### src/rtl/accel_sequencer.sv
`default_nettype none
// ============================================================================
// Module   : accel_sequencer
// Brief    : Powers up and configures an ADXL345 over SPI, then reads the
//            six axis data registers once per sample period.
// Revision : 1.0 - initial release
// ============================================================================
module accel_sequencer #(
    parameter int         POWERUP_CYCLES  = 100_000,
    parameter int         SAMPLE_PERIOD   = 500_000,
    parameter logic [7:0] DATA_FORMAT_VAL = 8'h40,
    parameter logic [7:0] BW_RATE_VAL     = 8'h0A,
    parameter logic [7:0] POWER_CTL_VAL   = 8'h08
) (
    input  logic        i_clk,
    input  logic        i_rst_n,
    output logic        o_spi_go,
    output logic        o_read_write_n,
    output logic [15:0] o_spi_data,
    input  logic        i_spi_idle,
    input  logic        i_spi_data_valid,
    input  logic [7:0]  i_spi_data,
    output logic [15:0] o_x,
    output logic [15:0] o_y,
    output logic [15:0] o_z,
    output logic        o_sample_valid,
    output logic        o_init_done,
    output logic        o_overrun
);

    localparam int                c_PU_W     = (POWERUP_CYCLES > 1) ? $clog2(POWERUP_CYCLES) : 1;
    localparam logic [c_PU_W-1:0] c_PU_LAST  = c_PU_W'(POWERUP_CYCLES - 1);
    localparam logic [19:0]       c_TMR_LAST = 20'(SAMPLE_PERIOD - 1);
    localparam logic [2:0]        c_INIT_LAST = 3'd2;
    localparam logic [2:0]        c_BYTE_LAST = 3'd5;

    typedef enum logic [3:0] {
        S_POWERUP    = 4'd0,
        S_INIT_ISSUE = 4'd1,
        S_INIT_START = 4'd2,
        S_INIT_DONE  = 4'd3,
        S_IDLE       = 4'd4,
        S_RD_ISSUE   = 4'd5,
        S_RD_START   = 4'd6,
        S_RD_DONE    = 4'd7,
        S_PUBLISH    = 4'd8
    } state_t;

    state_t              r_state;
    state_t              w_state_nxt;
    logic [c_PU_W-1:0]   r_pu_cnt;
    logic [2:0]          r_idx;
    logic [19:0]         r_tmr;
    logic                r_tmr_en;
    logic                r_pending;
    logic [5:0][7:0]     r_shadow;
    logic [5:0][7:0]     w_shadow_nxt;
    logic                w_tick;
    logic                w_take;
    logic                w_capture;
    logic                w_init_fin;
    logic                w_burst_fin;
    logic [5:0]          w_rd_addr;
    logic [15:0]         w_init_word;

    // ------------------------------------------------------------------
    // State register
    // ------------------------------------------------------------------
    always_ff @(posedge i_clk or negedge i_rst_n) begin
        if (!i_rst_n) begin
            r_state <= S_POWERUP;
        end else begin
            r_state <= w_state_nxt;
        end
    end

    always_comb begin
        w_state_nxt = r_state;
        case (r_state)
            S_POWERUP:    if (r_pu_cnt == c_PU_LAST) w_state_nxt = S_INIT_ISSUE;
            S_INIT_ISSUE: if (!i_spi_idle)           w_state_nxt = S_INIT_START;
            S_INIT_START: if (i_spi_idle)            w_state_nxt = S_INIT_DONE;
            S_INIT_DONE:  w_state_nxt = (r_idx == c_INIT_LAST) ? S_IDLE : S_INIT_ISSUE;
            S_IDLE:       if (r_pending)             w_state_nxt = S_RD_ISSUE;
            S_RD_ISSUE:   if (!i_spi_idle)           w_state_nxt = S_RD_START;
            S_RD_START:   if (i_spi_idle)            w_state_nxt = S_RD_DONE;
            S_RD_DONE:    w_state_nxt = (r_idx == c_BYTE_LAST) ? S_PUBLISH : S_RD_ISSUE;
            S_PUBLISH:    w_state_nxt = S_IDLE;
            default:      w_state_nxt = S_POWERUP;
        endcase
    end

    // ------------------------------------------------------------------
    // Command word and handshake outputs, derived from state and index
    // ------------------------------------------------------------------
    assign w_rd_addr = 6'h32 + {3'b000, r_idx};

    always_comb begin
        w_init_word = {2'b00, 6'h31, DATA_FORMAT_VAL};
        case (r_idx)
            3'd1:    w_init_word = {2'b00, 6'h2C, BW_RATE_VAL};
            3'd2:    w_init_word = {2'b00, 6'h2D, POWER_CTL_VAL};
            default: w_init_word = {2'b00, 6'h31, DATA_FORMAT_VAL};
        endcase
    end

    always_comb begin
        o_spi_go       = 1'b0;
        o_read_write_n = 1'b0;
        o_spi_data     = 16'h0000;
        o_sample_valid = 1'b0;
        case (r_state)
            S_INIT_ISSUE: begin
                o_spi_go   = i_spi_idle;
                o_spi_data = w_init_word;
            end
            S_INIT_START, S_INIT_DONE: begin
                o_spi_data = w_init_word;
            end
            S_RD_ISSUE: begin
                o_spi_go       = i_spi_idle;
                o_read_write_n = 1'b1;
                o_spi_data     = {1'b1, 1'b0, w_rd_addr, 8'h00};
            end
            S_RD_START, S_RD_DONE: begin
                o_read_write_n = 1'b1;
                o_spi_data     = {1'b1, 1'b0, w_rd_addr, 8'h00};
            end
            S_PUBLISH: begin
                o_sample_valid = 1'b1;
            end
            default: begin
                o_spi_go = 1'b0;
            end
        endcase
    end

    // ------------------------------------------------------------------
    // Byte capture: the last byte may arrive in the same cycle the burst
    // finishes, so the published value is taken from the next-shadow view.
    // ------------------------------------------------------------------
    assign w_capture = i_spi_data_valid && ((r_state == S_RD_START) || (r_state == S_RD_DONE));

    always_comb begin
        w_shadow_nxt = r_shadow;
        if (w_capture) begin
            for (int b = 0; b < 6; b++) begin
                if (r_idx == 3'(b)) begin
                    w_shadow_nxt[b] = i_spi_data;
                end
            end
        end
    end

    assign w_init_fin  = (r_state == S_INIT_DONE) && (r_idx == c_INIT_LAST);
    assign w_burst_fin = (r_state == S_RD_DONE) && (r_idx == c_BYTE_LAST);
    assign w_tick      = r_tmr_en && (r_tmr == 20'd0);
    assign w_take      = (r_state == S_IDLE) && r_pending;

    // ------------------------------------------------------------------
    // Counters, indices, sample timer and result registers
    // ------------------------------------------------------------------
    always_ff @(posedge i_clk or negedge i_rst_n) begin
        if (!i_rst_n) begin
            r_pu_cnt    <= '0;
            r_idx       <= 3'd0;
            r_tmr       <= 20'd0;
            r_tmr_en    <= 1'b0;
            r_pending   <= 1'b0;
            r_shadow    <= '0;
            o_x         <= 16'h0000;
            o_y         <= 16'h0000;
            o_z         <= 16'h0000;
            o_init_done <= 1'b0;
            o_overrun   <= 1'b0;
        end else begin
            if (r_state == S_POWERUP) begin
                r_pu_cnt <= r_pu_cnt + 1'b1;
            end else begin
                r_pu_cnt <= '0;
            end

            if (r_state == S_INIT_DONE) begin
                r_idx <= w_init_fin ? 3'd0 : r_idx + 3'd1;
            end else if (r_state == S_RD_DONE) begin
                r_idx <= w_burst_fin ? 3'd0 : r_idx + 3'd1;
            end else if (r_state == S_IDLE || r_state == S_POWERUP) begin
                r_idx <= 3'd0;
            end

            if (w_init_fin) begin
                o_init_done <= 1'b1;
                r_tmr_en    <= 1'b1;
                r_tmr       <= c_TMR_LAST;
            end else if (r_tmr_en) begin
                r_tmr <= (r_tmr == 20'd0) ? c_TMR_LAST : r_tmr - 20'd1;
            end

            // A tick landing on the same edge the pending request is consumed
            // re-arms the request rather than counting as an overrun.
            if (w_tick) begin
                if (r_pending && !w_take) begin
                    o_overrun <= 1'b1;
                end
                r_pending <= 1'b1;
            end else if (w_take) begin
                r_pending <= 1'b0;
            end

            r_shadow <= w_shadow_nxt;

            if (w_burst_fin) begin
                o_x <= {w_shadow_nxt[1], w_shadow_nxt[0]};
                o_y <= {w_shadow_nxt[3], w_shadow_nxt[2]};
                o_z <= {w_shadow_nxt[5], w_shadow_nxt[4]};
            end
        end
    end

endmodule
`default_nettype wire

### config.mk
export PLATFORM = sky130hd
export DESIGN_NAME = accel_sequencer
export DESIGN_NICKNAME = d
export VERILOG_FILES = /design/src/rtl/accel_sequencer.sv
export SDC_FILE = /design/constraint.sdc
export NUM_CORES = 1
export LEC_CHECK = 0
export ABC_AREA = 1
export CAP_MARGIN = 10
export CORE_UTILIZATION = 30
export DETAILED_ROUTE_END_ITERATION = 10
export DONT_BUFFER_PORTS = 1
export PLACE_DENSITY = 0.55
export SYNTH_ARGS = -nofsm -noshare
export SYNTH_HDL_FRONTEND = slang
export SYNTH_SLANG_ARGS = --single-unit
export TNS_END_PERCENT = 20
### constraint.sdc
create_clock -name i_clk -period 2.1 [get_ports i_clk]
set_input_delay 0.21 -clock i_clk [delete_from_list [all_inputs] [get_ports i_clk]]
set_output_delay 0.21 -clock i_clk [all_outputs]
set_load 0.02 [all_outputs]
==> impl_metrics.py <==
metrics = {
    "cells_and_area": {
        "layout.cells.non_filler": 1102,
        "final_layout_size_suffix_gt1_share_pct": 9.19,
        "final_common_cell": "nand2_1",
        "final_cell_mix": "nand2_1, dfrtp_1, inv_1, nor2_1, o21ai_0",
        "antenna_cells": 0,
        "final_core_util_pct": 35.8,
        "area_delta_synth_final_pct": 16.5,
        "fin_nets": 835,
    },
    "timing": {
        "max_slew_margin_pct": 61.1,
        "fin_skew_ns": 0.00969,
        "setup_viol": 0,
        "setup_tns_ns": 0,
        "min_period_over_period_pct": 96.1,
        "whs_ns": -0.517,
        "final.min_clock_period_ns": 2.02,
        "rsz0062_at_grt": "true",
        "fmax_ghz": 0.496,
        "tightest_slew_ns": 0.583,
        "timing.final.ws_setup_ns": 0.0824,
        "hold_viol_final": 143,
        "slew_violations": 0,
    },
    "global_routing": {
        "grt_pass1_wl_um": 25300,
        "grt_max_degree": 144,
        "grt_usage_pct": 14.7,
        "overflow": 0,
        "first_global_vias": 4774,
        "antenna_found_initial": 0,
    },
    "placement": {
        "place_congestion": 0.825,
        "place_ws_ns": 0.150,
        "portBuffers": 0,
        "place_inst": 1060,
        "dp_hpwl_um": 10400,
    },
    "drt": {
        "wl_per_cell_um": 13.8,
        "vias": 4914,
        "avgViaCountPerCell": 4.46,
        "drc_errors": 0,
        "detail-route-antenna-nets": 0,
        "drt_iter0_drc": 279,
        "dr.pass1.iters": 4,
        "drt-total-wl_um": 15200,
    },
    "setup_path": {
        "worstPathRequired_ns": 1.89,
        "critPathMaxFanout": 4,
        "worst-endpoint-arrival_ns": 1.81,
        "reg2reg_depth": 9,
        "critical_path_class": "register to primary output",
        "startpoint_type": "register",
        "cp-startpoint": "r_idx[1]",
        "r2r_start": "r_state[3]",
        "r2r_slack_ns": 0.27,
        "r2r_end": "o_z[11]",
        "cp-end-kind": "primary output",
    },
    "clock_tree": {
        "ctsHoldBuffers": 9,
        "clock_sinks": 143,
        "insertion_delay_ns": 0.42,
        "root_buffer": "clkbuf_16",
        "cts_buffer_depth": 2,
        "htreeDepth": 4,
        "cts_buffers": 17,
        "cts_tree": "built",
        "clkTransAtPathRegs_ns": 0.06,
    },
    "run_status": {
        "violations": "hold timing",
        "status": "finished with violations",
    },
    "floorplan": {
        "die_h_um": 149,
        "io_pins": 81,
        "die_area_um2": 22200,
        "initial_core_util_pct": 30.7,
        "fp-row-count": 53,
        "die_x_um": 149,
        "core_area_um2": 21200,
    },
    "run": {
        "cap_violations": 0,
    },
    "synthesis": {
        "netlist_instances": 790,
        "seq_area_frac_synth_pct": 55.1,
        "yosys-top-cells-area": "dfrtp_1, nand2_1, inv_1, o21ai_0, nor2_1",
        "synth_top_area_cell": "dfrtp_1",
        "synth_top_area_share_pct": 55.1,
        "synth-seq-cells": 143,
        "synth_cell_types": 33,
        "syn_area_per_cell_um2": 8.22,
        "synth_area_um2": 6490,
        "yosysWarnings": 0,
    },
    "power": {
        "total_power_mw": 5.93,
        "powerDensity_nw_per_um2": 784,
        "p_leak_nw": 3.81,
        "ir_drop_mv": 0.361,
    },
    "worst_hold_path": {
        "hold_class": "input port to async pin",
    },
}
## logic make-up after synthesis
family / count (synthesis) / synth area share, %
fa+ha+maj: 9 / 1.73
mux: 1 / 0.154
other cells: 1 / 0.0577
flops: 143 / 55.1
xor+xnor: 12 / 1.62
buf+inv: 118 / 7.28
compound gates: 105 / 8.63
simple gates: 401 / 25.4
## worst max path at each step
stage / to / depth (start not counted)
floorplan: o_spi_data[8] / 5
global placement: r_tmr[13] / 9
detailed placement: o_x[12] / 5
CTS: o_spi_data[6] / 8
global route: o_spi_data[6] / 8
finish: o_spi_data[6] / 8
## per-stage QoR
step                      hold WS (ns)  cell area [µm²]
after CTS                       -0.536             7550
after floorplan                -0.0856             6510
after global routing            -0.541             7560
after detailed placement       -0.0818             6840
final                           -0.517             7560
after global placement         -0.0812             6840
## synthesized netlist by cell type, drive strengths merged
cell,number
o21ai,84
nand3,27
nand4,10
o21a,1
buf,12
inv,94
a31oi,3
o21bai,1
a211oi,1
a21oi,9
clkbuf,12
nor2,73
nor3b,1
mux2i,1
ha,9
nand3b,2
or3,1
nand2,275
o22ai,5
o211ai,1
conb,1
nor3,10
xor2,12
dfrtp,143
or2,2
## power breakdown
group / internal (mW) / switching, mW
Combinational: 0.0125 / 0.0356
Sequential: 2.75 / 0
Clock: 1.89 / 1.24
## cell type report
| type | instances | area [µm²] |
|---|---|---|
| Fill cell | 2178 | 13600 |
| Clock buffer | 19 | 433 |
| Inverter | 94 | 355 |
| Clock inverter | 13 | 174 |
| Timing Repair Buffer | 24 | 203 |
| Sequential cell | 143 | 3580 |
| Tap cell | 275 | 344 |
| Multi-Input combinational cell | 534 | 2480 |
## routing by layer
layer	vias to the layer above	wire (µm)	global-route usage [%]
li1	2517	-	-
met1	2297	7530	20.5
met2	82	6480	21.2
met3	18	836	4.43
met4	0	304	5.82
met5	-	0	0
## flip-flops by register name (all words and copies together), names as in the netlist
register,flops
r_idx,3
r_pending,1
o_z,16
r_shadow,48
o_y,16
r_tmr_en,1
r_tmr,20
o_x,16
r_pu_cnt,17
o_overrun,1
r_state,4
## timing repair
action | 4_1_cts | 5_1_grt
endpoints found under the setup margin | 5 | 38
buffers inserted | 0 | 1
hold endpoints to repair | 191 | 143
gates resized for setup | 5 | 7
pin swaps | 2 | 1
## worst max-delay path, cell delays in order (launching register included)
cell	delay, ns
dfrtp_1	0.37
buf_4	0.16
ha_2	0.17
inv_2	0.05
nor2_2	0.04
buf_4	0.16
inv_1	0.06
nand2_2	0.06
nor2_1	0.32
Power figures use the tool's default switching activity.
